**config.mk**
```make
export PLATFORM = sky130hd
export DESIGN_NAME = uart_cmd_dispatch
export DESIGN_NICKNAME = d
export VERILOG_FILES = /design/src/rtl/uart_cmd_dispatch.sv
export SDC_FILE = /design/constraint.sdc
export NUM_CORES = 1
export LEC_CHECK = 0
export BUFFER_PORTS_ARGS = -buffer_cell sky130_fd_sc_hd__buf_2
export CORE_MARGIN = 10
export CORE_UTILIZATION = 60
export CTS_CLUSTER_SIZE = 24
export DETAILED_ROUTE_END_ITERATION = 16
export GPL_TIMING_DRIVEN = 0
export PLACE_DENSITY_LB_ADDON = 0.05
export SLEW_MARGIN = 10
export SYNTH_ARGS = -nofsm -noshare
export SYNTH_HDL_FRONTEND = slang
export SYNTH_SLANG_ARGS = --single-unit
export TNS_END_PERCENT = 100
```
**constraint.sdc**
```tcl
create_clock -name i_clk -period 4.55 [get_ports i_clk]
set_input_delay 0 -clock i_clk [delete_from_list [all_inputs] [get_ports i_clk]]
set_output_delay 0 -clock i_clk [all_outputs]
set_load 0.01 [all_outputs]
```
**src/rtl/uart_cmd_dispatch.sv**
```systemverilog
// rtl/uart_cmd_dispatch.sv - UART byte command sequencer for the stopwatch and calculator cores
//
// Purpose:
//   Consumes bytes from the UART receiver. Single-byte stopwatch commands
//   ('S', 'P', 'R') become one-cycle control pulses. A calculator command of
//   the form "C<A><op><B>=" is parsed into two binary operands and an opcode,
//   then presented to the calculator with a req/ack handshake. Malformed
//   input, overlong operands and inter-byte silence inside a calculator
//   command raise a one-cycle error pulse with a sticky cause code.
//
// Ports:
//   i_clk        system clock, rising edge
//   i_rst        asynchronous active-high reset
//   i_rx_data    received byte, qualified by i_rx_valid
//   i_rx_valid   one-cycle strobe for i_rx_data
//   i_calc_ack   calculator accepted the request (level)
//   o_sw_start   one-cycle stopwatch start pulse
//   o_sw_stop    one-cycle stopwatch stop pulse
//   o_sw_clear   one-cycle stopwatch clear pulse
//   o_calc_a     operand A (binary)
//   o_calc_b     operand B (binary)
//   o_calc_op    opcode: 0 '+', 1 '-', 2 '*', 3 '/'
//   o_calc_req   request to the calculator, held until ack
//   o_err        one-cycle error pulse
//   o_err_code   cause of last error: 1 bad char, 2 too many digits, 3 timeout
//   o_busy       high whenever a command is in progress
module uart_cmd_dispatch #(
  parameter int CLK_FREQ   = 50_000_000,
  parameter int TIMEOUT_MS = 1000,
  parameter int MAX_DIGITS = 4
) (
  input  logic        i_clk,
  input  logic        i_rst,
  input  logic [7:0]  i_rx_data,
  input  logic        i_rx_valid,
  input  logic        i_calc_ack,
  output logic        o_sw_start,
  output logic        o_sw_stop,
  output logic        o_sw_clear,
  output logic [13:0] o_calc_a,
  output logic [13:0] o_calc_b,
  output logic [1:0]  o_calc_op,
  output logic        o_calc_req,
  output logic        o_err,
  output logic [1:0]  o_err_code,
  output logic        o_busy
);

  localparam logic [31:0] TIMEOUT_CYCLES = 32'((CLK_FREQ / 1000) * TIMEOUT_MS);
  localparam logic [31:0] TIMEOUT_LAST   = TIMEOUT_CYCLES - 32'd1;
  localparam int          DW             = $clog2(MAX_DIGITS + 1);
  localparam logic [DW-1:0] DIGITS_MAX   = DW'(MAX_DIGITS);

  typedef enum logic [1:0] {
    ST_IDLE,
    ST_OPA,
    ST_OPB,
    ST_ISSUE
  } state_t;

  state_t          r_state, w_state_n;
  logic [13:0]     r_a, w_a_n;
  logic [13:0]     r_b, w_b_n;
  logic [1:0]      r_op, w_op_n;
  logic [DW-1:0]   r_nd, w_nd_n;
  logic [31:0]     r_tmo, w_tmo_n;
  logic            r_start, w_start_n;
  logic            r_stop, w_stop_n;
  logic            r_clear, w_clear_n;
  logic            r_err, w_err_n;
  logic [1:0]      r_code, w_code_n;
  logic            r_req, w_req_n;

  logic            w_is_digit;
  logic [3:0]      w_digit;
  logic [13:0]     w_acc;
  logic [13:0]     w_acc_next;
  logic            w_is_op;
  logic [1:0]      w_op_dec;
  logic [31:0]     w_tmo_inc;

  assign w_is_digit = (i_rx_data >= 8'h30) && (i_rx_data <= 8'h39);
  assign w_digit    = i_rx_data[3:0];
  assign w_acc      = (r_state == ST_OPB) ? r_b : r_a;
  // Multiply-accumulate in 17 bits, then keep the low 14 bits.
  assign w_acc_next = 14'(({3'b000, w_acc} * 17'd10) + {13'd0, w_digit});
  assign w_tmo_inc  = r_tmo + 32'd1;

  always_comb begin
    w_is_op  = 1'b1;
    w_op_dec = 2'd0;
    case (i_rx_data)
      8'h2B:   w_op_dec = 2'd0;
      8'h2D:   w_op_dec = 2'd1;
      8'h2A:   w_op_dec = 2'd2;
      8'h2F:   w_op_dec = 2'd3;
      default: w_is_op  = 1'b0;
    endcase
  end

  always_comb begin
    w_state_n = r_state;
    w_a_n     = r_a;
    w_b_n     = r_b;
    w_op_n    = r_op;
    w_nd_n    = r_nd;
    w_tmo_n   = r_tmo;
    w_start_n = 1'b0;
    w_stop_n  = 1'b0;
    w_clear_n = 1'b0;
    w_err_n   = 1'b0;
    w_code_n  = r_code;
    w_req_n   = r_req;

    case (r_state)
      ST_IDLE: begin
        w_tmo_n = '0;
        if (i_rx_valid) begin
          case (i_rx_data)
            8'h53: w_start_n = 1'b1;
            8'h50: w_stop_n  = 1'b1;
            8'h52: w_clear_n = 1'b1;
            8'h43: begin
              w_a_n     = '0;
              w_b_n     = '0;
              w_nd_n    = '0;
              w_state_n = ST_OPA;
            end
            8'h0D, 8'h0A, 8'h20: ;
            default: begin
              w_err_n  = 1'b1;
              w_code_n = 2'd1;
            end
          endcase
        end
      end

      ST_OPA, ST_OPB: begin
        if (i_rx_valid) begin
          // A byte always restarts the silence counter, even on the expiry cycle.
          w_tmo_n = '0;
          if (w_is_digit) begin
            if (r_nd == DIGITS_MAX) begin
              w_err_n   = 1'b1;
              w_code_n  = 2'd2;
              w_state_n = ST_IDLE;
            end else begin
              if (r_state == ST_OPA) begin
                w_a_n = w_acc_next;
              end else begin
                w_b_n = w_acc_next;
              end
              w_nd_n = r_nd + DW'(1);
            end
          end else if ((r_state == ST_OPA) && w_is_op) begin
            if (r_nd != '0) begin
              w_op_n    = w_op_dec;
              w_nd_n    = '0;
              w_state_n = ST_OPB;
            end else begin
              w_err_n   = 1'b1;
              w_code_n  = 2'd1;
              w_state_n = ST_IDLE;
            end
          end else if ((r_state == ST_OPB) && (i_rx_data == 8'h3D)) begin
            if (r_nd != '0) begin
              w_state_n = ST_ISSUE;
              w_req_n   = 1'b1;
            end else begin
              w_err_n   = 1'b1;
              w_code_n  = 2'd1;
              w_state_n = ST_IDLE;
            end
          end else if (i_rx_data == 8'h1B) begin
            w_state_n = ST_IDLE;
          end else begin
            w_err_n   = 1'b1;
            w_code_n  = 2'd1;
            w_state_n = ST_IDLE;
          end
        end else if (w_tmo_inc == TIMEOUT_LAST) begin
          w_err_n   = 1'b1;
          w_code_n  = 2'd3;
          w_state_n = ST_IDLE;
          w_tmo_n   = '0;
        end else begin
          w_tmo_n = w_tmo_inc;
        end
      end

      ST_ISSUE: begin
        w_tmo_n = '0;
        // Bytes are rejected while the request is outstanding; ack still completes it.
        if (i_rx_valid) begin
          w_err_n  = 1'b1;
          w_code_n = 2'd1;
        end
        if (i_calc_ack) begin
          w_req_n   = 1'b0;
          w_state_n = ST_IDLE;
        end
      end
    endcase
  end

  always_ff @(posedge i_clk or posedge i_rst) begin
    if (i_rst) begin
      r_state <= ST_IDLE;
      r_a     <= '0;
      r_b     <= '0;
      r_op    <= '0;
      r_nd    <= '0;
      r_tmo   <= '0;
      r_start <= 1'b0;
      r_stop  <= 1'b0;
      r_clear <= 1'b0;
      r_err   <= 1'b0;
      r_code  <= '0;
      r_req   <= 1'b0;
    end else begin
      r_state <= w_state_n;
      r_a     <= w_a_n;
      r_b     <= w_b_n;
      r_op    <= w_op_n;
      r_nd    <= w_nd_n;
      r_tmo   <= w_tmo_n;
      r_start <= w_start_n;
      r_stop  <= w_stop_n;
      r_clear <= w_clear_n;
      r_err   <= w_err_n;
      r_code  <= w_code_n;
      r_req   <= w_req_n;
    end
  end

  assign o_sw_start = r_start;
  assign o_sw_stop  = r_stop;
  assign o_sw_clear = r_clear;
  assign o_calc_a   = r_a;
  assign o_calc_b   = r_b;
  assign o_calc_op  = r_op;
  assign o_calc_req = r_req;
  assign o_err      = r_err;
  assign o_err_code = r_code;
  assign o_busy     = (r_state != ST_IDLE);

endmodule

```
==> results of run 1 <==
## cells in the final DEF, fill, tap and decap left out, types with 4 or more instances in the layout
master / Yosys / routed
ha_1: 26 / 25
nor2_1: 75 / 74
and3_1: 6 / 6
clkbuf_8: 0 / 13
nand3_1: 19 / 19
nand2_1: 70 / 70
inv_1: 19 / 18
nor3_1: 14 / 12
a21o_1: 6 / 6
o31ai_1: 7 / 6
o21a_1: 4 / 4
or3_1: 6 / 6
clkbuf_1: 18 / 17
nand4_1: 13 / 13
buf_2: 2 / 50
o21ai_0: 39 / 39
xnor2_1: 25 / 25
nor4_1: 8 / 8
xor2_1: 25 / 25
a21oi_1: 9 / 9
mux2i_1: 11 / 11
dfrtp_1: 74 / 74
or2_2: 5 / 5
nand2b_1: 12 / 12
mux2_2: 15 / 15
nor2b_1: 7 / 7
## worst max-delay path, delay by kind of cell (launching register included)
kind | cells | cell delay, ns
fa+ha+maj | 4 | 1.29
compound gates | 5 | 1.08
xor+xnor | 3 | 0.51
flops | 1 | 0.42
mux | 1 | 0.38
buf+inv | 2 | 0.34
simple gates | 1 | 0.13
## state kept, by name, summed over array words and instances, names as in the netlist
signal / cells
o_calc_op: 2
r_state: 2
o_calc_a: 14
o_calc_b: 14
o_err: 1
o_sw_clear: 1
o_calc_req: 1
o_sw_stop: 1
r_nd: 3
o_err_code: 2
r_tmo: 32
o_sw_start: 1
## final cells by class
class / count / share of cell area
multi-input cells: 453 / 0.5267
flip-flops and latches: 74 / 0.3251
repair buffers: 52 / 0.05227
clock buffers: 13 / 0.02965
plain buffers: 25 / 0.02350
well taps: 105 / 0.02306
inverters: 20 / 0.01362
clock inverters: 2 / 0.006150
## final timing paths
path	cells past startpoint	start	slack (ns)	to
worst min register to register	2	o_calc_op[0]	0.49	o_calc_op[0]
min in group asynchronous	3	i_rst	0.15	r_tmo[6]
worst max register to register	16	r_state[0]	0.30	o_calc_b[13]
max in group asynchronous	4	i_rst	3.84	o_calc_a[10]
worst min-delay path	4	i_rx_data[4]	0.05	o_calc_op[0]
worst max-delay path	16	r_state[0]	0.30	o_calc_b[13]
## cell families (layout without fill, tap and decap cells)
| logic type | after synthesis | count (layout) | share of synthesized area |
|---|---|---|---|
| AOI/OAI and AO/OA | 91 | 91 | 0.1158 |
| xor gates and xnor gates | 50 | 50 | 0.08717 |
| adders and majority gates | 28 | 28 | 0.07273 |
| buffers and inverters | 46 | 112 | 0.04035 |
| DFF | 74 | 74 | 0.3686 |
| muxes | 28 | 28 | 0.06003 |
| and+or+nand+nor | 256 | 256 | 0.2553 |
## metal layers
metal  GRT usage  vias up  wire (um)
li1            -     2115          -
met5           0        -          0
met4     0.06769        0        189
met2      0.3286      108       5993
met1      0.2313     2079       5258
met3     0.03650       16        571
## what timing repair did
item | in CTS | in global routing
gates resized for setup | 3 | 7
pin swaps | 0 | 0
hold buffers | 3 | 0
endpoints found under the hold margin | 77 | 0
setup endpoints to repair | 10 | 8
## power by group through the flow
stage	Sequential (mW)	Combinational, mW	Clock, mW
finish	0.872	1.24	0.546
global route	0.887	1.40	0.581
CTS	0.870	1.23	0.553
detailed placement	0.880	1.22	0
global placement	0.875	1.19	0
floorplan	0.912	0.826	0
==> results.ini, run 1 <==
[cts]
clk_latency_ns=0.35
cts_root_buf=clkbuf_8
cts.sinks=74
cts_tree=yes
cts_setup_buffers=0
clockBufferDepth=2
clk_pin_slew_ns=0.08
cts_buffers=9
htreeDepth=3

[finish]
finalNonFillerCells=744
final_core_util=0.6968
diodes=0
seqCellArea_um2=1852
final_layout_size_suffix_gt1_frac=0.1721
nFillCells=645
fin_area_um2=5697
multi_input_area_um2=3000
area_delta_synth_final_pct=13.40
final_nets=675

[place]
post-dp-hpwl_um=9018
place.port_buffers=48
place_inst=727
pre_cts_slack_ns=-0.3034
gp_congestion=0.9003
place_area_um2=5425

[worst_setup_path]
cp.required_ns=4.80
cp_cell_sequence=inv_1 > ha_2 > clkbuf_8 > mux2_2 > ha_1 > ha_1 > fa_1 > a211oi_2 > o21ai_0 > a21o_1 > a21oi_1 > xnor2_1 > nand3_1 > xnor2_1 > xnor2_1 > o31ai_1
critPathMostFrequentCell=xnor2_1
end_kind=flip-flop
cp_max_fo=10
startpoint_type=flip-flop
slowest_stage=fa_1
critPathKind=reg -> reg
slowest_delay_ns=0.46
cp.arrival_ns=4.50

[synthesis]
synthTopCellsByCount=75 x nor2_1, 74 x dfrtp_1, 70 x nand2_1, 39 x o21ai_0, 26 x ha_1
syn_area_per_cell_um2=8.767
synth_top_area_frac=0.3686
synth_top_cell_by_area=dfrtp_1
synth_area_leaders=dfrtp_1 37%, ha_1 6.5%, nor2_1 5.6%, nand2_1 5.2%, xnor2_1 4.4%
synth-edff-count=0
syn_inst=573
synth.most_common_cell=nor2_1
synthFlopType=dfrtp_1
yosys.cell_types.count=67
netlist_area_um2=5024
ys_seq_elements=74
syn_nets=613
synth_seq_area_share=0.3686
synthArstFlopShare=1.000
synth_warnings=0

[detailed_routing]
ant_nets=0
wl_per_cell_um=16.15
drc=0
drt_wl_total_um=12010
avgViaCountPerCell=5.804
dr_total_vias=4318
drtIter0Drc=208
drtPass1Iterations=4

[global_routing]
grt_max_degree=53
grtUsageTotal=0.1906
grt_overflow=0
antenna_found_initial=0
grt_pass1_wl_um=20220
grt_pass1_vias=4203

[timing]
fin_skew_ns=0.008624
setup_viol=0
period_needed_ns=4.252
tightest_slew_ns=0.6805
hold_viol=0
finalSetupTns_ns=0
maxSlewViolCount=0
slew_headroom=0.5415
holdWs_ns=0.04575
fmax_ghz=0.2352
fin_ws_ns=0.2978
finalCritPeriodShare=0.9346

[power]
pwr-share-clk=0.205
leakagePower_nw=2.550
p_per_area_nw_per_um2=467.4
combPwrFrac=0.467
p_int_mw=1.564
peakVddDrop_mv=0.4177
sw_frac_of_total=0.4125
pwr-share-seq=0.327
switching_power_mw=1.098
power_mw=2.663

[min_path]
hold_path_class=in -> reg

[flow_run]
drv_cap=0

[floorplan]
die_h_um=111.5
dieArea_um2=12430
start_util=0.6145
coreArea_um2=8175
die_w_um=111.5
io_pins=50
rows=33

[outcome]
outcome=complete, no violations

No activity file was read; power rests on OpenSTA's default activity.
==> inputs of run 2 (changes only) <==
--- a/config.mk
+++ b/config.mk
@@ -8,10 +8,10 @@
 export BUFFER_PORTS_ARGS = -buffer_cell sky130_fd_sc_hd__buf_2
 export CORE_MARGIN = 10
 export CORE_UTILIZATION = 60
-export CTS_CLUSTER_SIZE = 24
+export CTS_CLUSTER_SIZE = 12
 export DETAILED_ROUTE_END_ITERATION = 16
 export GPL_TIMING_DRIVEN = 0
-export PLACE_DENSITY_LB_ADDON = 0.05
+export PLACE_DENSITY = 0.88
 export SLEW_MARGIN = 10
 export SYNTH_ARGS = -nofsm -noshare
 export SYNTH_HDL_FRONTEND = slang
==> results.ini, run 2 (synthesis results as in run 1) <==
[outcome]
outcome=complete, no violations

[floorplan]
coreArea_um2=8175  ; unchanged
io_pins=50  ; unchanged
start_util=0.6145  ; unchanged
rows=33  ; unchanged
die_w_um=111.5  ; unchanged
die_h_um=111.5  ; unchanged
dieArea_um2=12430  ; unchanged

[detailed_routing]
avgViaCountPerCell=5.958  ; +2.7%
drt_wl_total_um=12530  ; +4.3%
wl_per_cell_um=16.82  ; +4.2%
drtIter0Drc=235  ; +13%
drc=0  ; unchanged
drtPass1Iterations=5  ; +1
dr_total_vias=4439  ; +2.8%
ant_nets=0  ; unchanged

[worst_setup_path]
critPathKind=reg -> reg
cp.required_ns=4.81  ; about the same
slowest_stage=fa_1
startpoint_type=flip-flop
cp_top_family=adder cells
cp.arrival_ns=4.51  ; about the same
r2r-end=o_calc_a[12]
cp_max_fo=10  ; unchanged
slowest_delay_ns=0.44  ; -0.02 ns
reg2reg_from=r_state[0]
r2r.worst_path.cells=16  ; unchanged
critPathBufInv=2  ; unchanged
r2r_slack_ns=0.30  ; about the same
end_kind=flip-flop
cp_cell_sequence=inv_1 > ha_1 > buf_4 > mux2_2 > ha_1 > ha_1 > fa_1 > a211oi_2 > nor2_1 > nor2_1 > o2111ai_1 > or2_2 > nor2_1 > nand2_1 > xor2_1 > o31ai_1

[timing]
slew_headroom=0.5805  ; +0.03902
period_needed_ns=4.248  ; -0.004651 ns
tightest_slew_ns=0.6117  ; -0.06884 ns
setup_viol=0  ; unchanged
fmax_ghz=0.2354  ; +0.11%
rsz0062_at_grt=no
maxSlewViolCount=0  ; unchanged
fin_ws_ns=0.3024  ; +0.004651 ns
hold_viol=0  ; unchanged
fin_skew_ns=0.009197  ; +0.0005735 ns
finalCritPeriodShare=0.9335  ; -0.001022

[finish]
layout.cells.most_common=nor2_1
final_core_util=0.6928  ; -0.003980
final_nets=675  ; unchanged
final_cell_mix=75 x nor2_1, 74 x dfrtp_1, 70 x nand2_1
largest_register=r_tmo
area_delta_synth_final_pct=12.75
finalNonFillerCells=745  ; +0.13%
diodes=0  ; unchanged
final_layout_size_suffix_gt1_frac=0.1688  ; -0.003394
nFillCells=619  ; -4.0%
largest_reg_flops=32  ; unchanged

[cts]
cts.sinks=74  ; unchanged
htreeDepth=3  ; unchanged
cts_buffers=9  ; unchanged
clk_pin_slew_ns=0.08  ; about the same
cts_root_buf=clkbuf_8
cts_tree=yes
clockBufferDepth=2  ; unchanged
cts_setup_buffers=0  ; unchanged
clk_latency_ns=0.36  ; about the same

[place]
gp_congestion=0.9291  ; +3.2%
post-dp-hpwl_um=9474  ; +5.1%
place_inst=727  ; unchanged
place.port_buffers=48  ; unchanged
pre_cts_slack_ns=-0.3094  ; -0.006004 ns

[global_routing]
grt_max_degree=62  ; +17%
grt_busiest_layer=met2
antenna_found_initial=0  ; unchanged
grt_pass1_wl_um=21340  ; +5.5%
grt_overflow=0  ; unchanged
use_met3=0.04938  ; +0.01288
use_met1=0.2373  ; +0.005994
grt_pass1_vias=4520  ; +7.5%
grtUsageTotal=0.2018  ; +0.01125
grtUsageMet2=0.3458  ; +0.01719

[min_path]
hold_path_class=in -> reg
min_from=i_rx_data[4]
whs_endpoint=o_calc_op[0]
hold_depth=4  ; unchanged

[power]
p_per_area_nw_per_um2=466.2  ; -0.25%
power_mw=2.641  ; -0.82%
sw_frac_of_total=0.4239  ; +0.01137
pwr-share-seq=0.330  ; +0.003
p_int_mw=1.521  ; -2.7%
pwr-share-clk=0.194  ; -0.011
peakVddDrop_mv=0.3484  ; -17%
combPwrFrac=0.476  ; +0.009
switching_power_mw=1.119  ; +1.9%
leakagePower_nw=2.551  ; about the same

[flow_run]
drv_cap=0  ; unchanged

## run 2: through the flow
step	setup TNS (ns)	cell area, um2	hold slack (ns)
2_1_floorplan	0	5024	0.1471
5_1_grt	0	5664	0.1006
3_5_place_dp	-1.334	5425	-0.05394
3_3_place_gp	-0.5071	5395	0.2956
4_1_cts	0	5653	0.07158
6_report	0	5664	0.08873
## run 2: how the worst max path moves through the flow
stage	from	end	slack [ns]	cells past startpoint
5_1_grt	r_state[0]	o_calc_b[13]	0.02	16
3_3_place_gp	r_state[0]	o_calc_a[13]	-0.12	17
3_5_place_dp	r_state[0]	o_calc_a[13]	-0.31	17
6_report	r_state[0]	o_calc_a[12]	0.30	16
4_1_cts	r_state[0]	o_calc_a[13]	0.02	17
2_1_floorplan	r_state[0]	o_calc_a[12]	0.43	17
## run 2: cell type report
class                   count  area, um2  area share
flip-flops and latches     74       1852      0.3269
multi-input cells         453       2984      0.5268
repair buffers             52      297.8     0.05257
plain buffers              25      127.6     0.02253
clock inverters             7      70.07     0.01237
inverters                  20      77.57     0.01370
clock buffers               9      123.9     0.02187
well taps                 105      131.4     0.02319
## run 2: timing repair
item,4_1_cts,5_1_grt
hold endpoints to repair,77,0
gates resized for setup,2,4
hold buffers,3,0
setup endpoints to repair,8,8
pin swaps,0,0
## run 2: power groups by stage
stage / registers [mW] / logic [mW] / clock network, mW
after floorplan: 0.912 / 0.826 / 0
after global placement: 0.870 / 1.19 / 0
after detailed placement: 0.879 / 1.24 / 0
after CTS: 0.869 / 1.24 / 0.520
after global routing: 0.885 / 1.40 / 0.551
final: 0.872 / 1.26 / 0.513
## run 2: worst register-to-register path, delay by kind of cell (launching register included)
kind            cells  cell delay, ns
buf+inv             2            0.37
mux                 1            0.40
flops               1            0.41
compound gates      3            0.69
simple gates        5            0.83
xor+xnor            1            0.17
fa+ha+maj           4            1.27
## run 2: routing by layer
metal / vias to the layer above / part of all wire
li1: 2116 / -
met1: 2126 / 0.42
met2: 175 / 0.50
met3: 22 / 0.057
met4: 0 / 0.019
met5: - / 0
==> inputs of run 3 (changes only) <==
==> constraint.sdc (replaced) <==
create_clock -name i_clk -period 4.7 [get_ports i_clk]
set_input_delay 0 -clock i_clk [delete_from_list [all_inputs] [get_ports i_clk]]
set_output_delay 0 -clock i_clk [all_outputs]
set_load 0.01 [all_outputs]
==> results.ini, run 3 (synthesis results as in run 1) <==
[outcome]
outcome=complete, no violations

[detailed_routing]
drtIter0Drc=244  ; +3.8%
ant_nets=0  ; unchanged
drc=0  ; unchanged
drtPass1Iterations=5  ; unchanged
drt_wl_total_um=12500  ; -0.26%
dr_total_vias=4427  ; -0.27%
wl_per_cell_um=16.76  ; -0.40%
avgViaCountPerCell=5.934  ; -0.40%

[timing]
holdWs_ns=0.08877  ; +0.00003310 ns
slew_headroom=0.5699  ; -0.01060
fmax_ghz=0.2232  ; -5.2%
rsz0062_at_grt=no
fin_skew_ns=0.008248  ; -0.0009491 ns
finalSetupTns_ns=0  ; unchanged
maxSlewViolCount=0  ; unchanged
finalCritPeriodShare=0.9533  ; +0.01979
period_needed_ns=4.481  ; +0.2330 ns
hold_viol=0  ; unchanged
tightest_slew_ns=0.6272  ; +0.01546 ns
setup_viol=0  ; unchanged

[cts]
cts.sinks=74  ; unchanged
cts_buffers=9  ; unchanged
clk_pin_slew_ns=0.08  ; about the same
clockBufferDepth=2  ; unchanged
cts_root_buf=clkbuf_8
clk_latency_ns=0.36  ; about the same
htreeDepth=3  ; unchanged
cts_tree=yes

[global_routing]
grtUsageTotal=0.2015  ; -0.0003362
grt_pass1_vias=4519  ; -0.022%
antenna_found_initial=0  ; unchanged
grt_max_degree=62  ; unchanged
grt_pass1_wl_um=21310  ; -0.16%
grt_overflow=0  ; unchanged

[place]
place_inst=727  ; unchanged
post-dp-hpwl_um=9474  ; unchanged
place.port_buffers=48  ; unchanged
gp_congestion=0.9291  ; unchanged

[worst_setup_path]
critPathKind=reg -> reg
r2r-end=o_calc_a[12]
setup.worst_path.start=r_state[0]
r2r.worst_path.cells=17  ; +1
cp.arrival_ns=4.74  ; +0.23 ns
cp.required_ns=4.96  ; +0.15 ns
reg2reg_from=r_state[0]
end_kind=flip-flop
crit_path_end=o_calc_a[12]
cp_max_fo=10  ; unchanged
startpoint_type=flip-flop
r2r_slack_ns=0.22  ; -0.08 ns

[finish]
final_nets=676  ; +0.15%
final_layout_size_suffix_gt1_frac=0.1669  ; -0.001823
largest_register=r_tmo
layout.cells.most_common=nor2_1
largest_reg_flops=32  ; unchanged
final_cell_mix=75 x nor2_1, 74 x dfrtp_1, 70 x nand2_1
diodes=0  ; unchanged
final_core_util=0.6927  ; about the same
finalNonFillerCells=746  ; +0.13%
area_delta_synth_final_pct=12.73  ; about the same

[power]
p_per_area_nw_per_um2=450.5  ; -3.4%
leakagePower_nw=2.551  ; about the same
peakVddDrop_mv=0.3367  ; -3.3%
power_mw=2.551  ; -3.4%

[floorplan]
rows=33  ; unchanged
die_w_um=111.5  ; unchanged
dieArea_um2=12430  ; unchanged
coreArea_um2=8175  ; unchanged
io_pins=50  ; unchanged
die_h_um=111.5  ; unchanged
start_util=0.6145  ; unchanged

[flow_run]
drv_cap=0  ; unchanged

[min_path]
hold_path_class=in -> reg

[run 3: changes by cell type in the layout (fill, tap and decap cells not counted), sizes merged]
cell	before	now
clkbuf	26	27
[run 3: worst min-delay path by stage]
stage | from | endpoint | slack [ns] | cells past startpoint
after floorplan | i_rx_data[5] | o_calc_op[0] | 0.15 | 2
after global placement | i_calc_ack | o_calc_req | 0.30 | 4
after detailed placement | i_rst | o_calc_a[3] | -0.05 | 2
after CTS | i_rx_data[4] | o_calc_op[0] | 0.07 | 4
after global routing | i_rx_data[6] | o_sw_start | 0.11 | 4
final | i_rx_data[4] | o_calc_op[0] | 0.09 | 4
[run 3: timing repair]
item / CTS / global route
hold buffers: 3 / 0
pin swaps: 0 / 0
buffers inserted: 0 / 0
endpoints found under the hold margin: 77 / 0
setup endpoints to repair: 6 / 8
resized for setup: 1 / 5
[run 3: critical path: stages (launching register included)]
cell and delay [ns]:
dfrtp_1 0.41, inv_1 0.09, ha_1 0.14, clkbuf_1 0.26
buf_4 0.28, mux2_2 0.40, ha_1 0.28, ha_1 0.24
fa_1 0.43, a211oi_1 0.36, nor2_1 0.11, nor2_1 0.23
o2111ai_1 0.18, or2_2 0.33, nor2_1 0.10, nand2_1 0.08
xor2_1 0.17, o31ai_1 0.27
[run 3: layout make-up]
| cell class | count | area, um2 |
|---|---|---|
| Multi-Input combinational cell | 453 | 2979 |
| Timing Repair Buffer | 52 | 297.8 |
| Tap cell | 105 | 131.4 |
| Clock inverter | 7 | 70.07 |
| Fill cell | 622 | 2512 |
| Sequential cell | 74 | 1852 |
| Clock buffer | 9 | 123.9 |
| Inverter | 20 | 77.57 |
| Buffer | 26 | 131.4 |
[run 3: through the flow]
step	area [um2]	setup slack (ns)
final	5663	0.2194
after detailed placement	5425	-0.1594
after global placement	5395	0.03211
after floorplan	5024	0.5819
after CTS	5650	0.09538
after global routing	5663	0.02265
[run 3: power by group]
group / switching [mW] / internal (mW)
combinational: 0.733 / 0.478
clock: 0.252 / 0.244
sequential: 0.0949 / 0.749
total: 1.08 / 1.47
[run 3: metal layers]
| metal | up-vias | global-route usage | wire length [um] | share of wire |
|---|---|---|---|---|
| met4 | 0 | 0.07541 | 293 | 0.023 |
| met2 | 158 | 0.3466 | 6243 | 0.50 |
| met1 | 2124 | 0.2373 | 5218 | 0.42 |
| met3 | 29 | 0.04938 | 745 | 0.060 |
| li1 | 2116 | - | - | - |
| met5 | - | 0 | 0 | 0 |
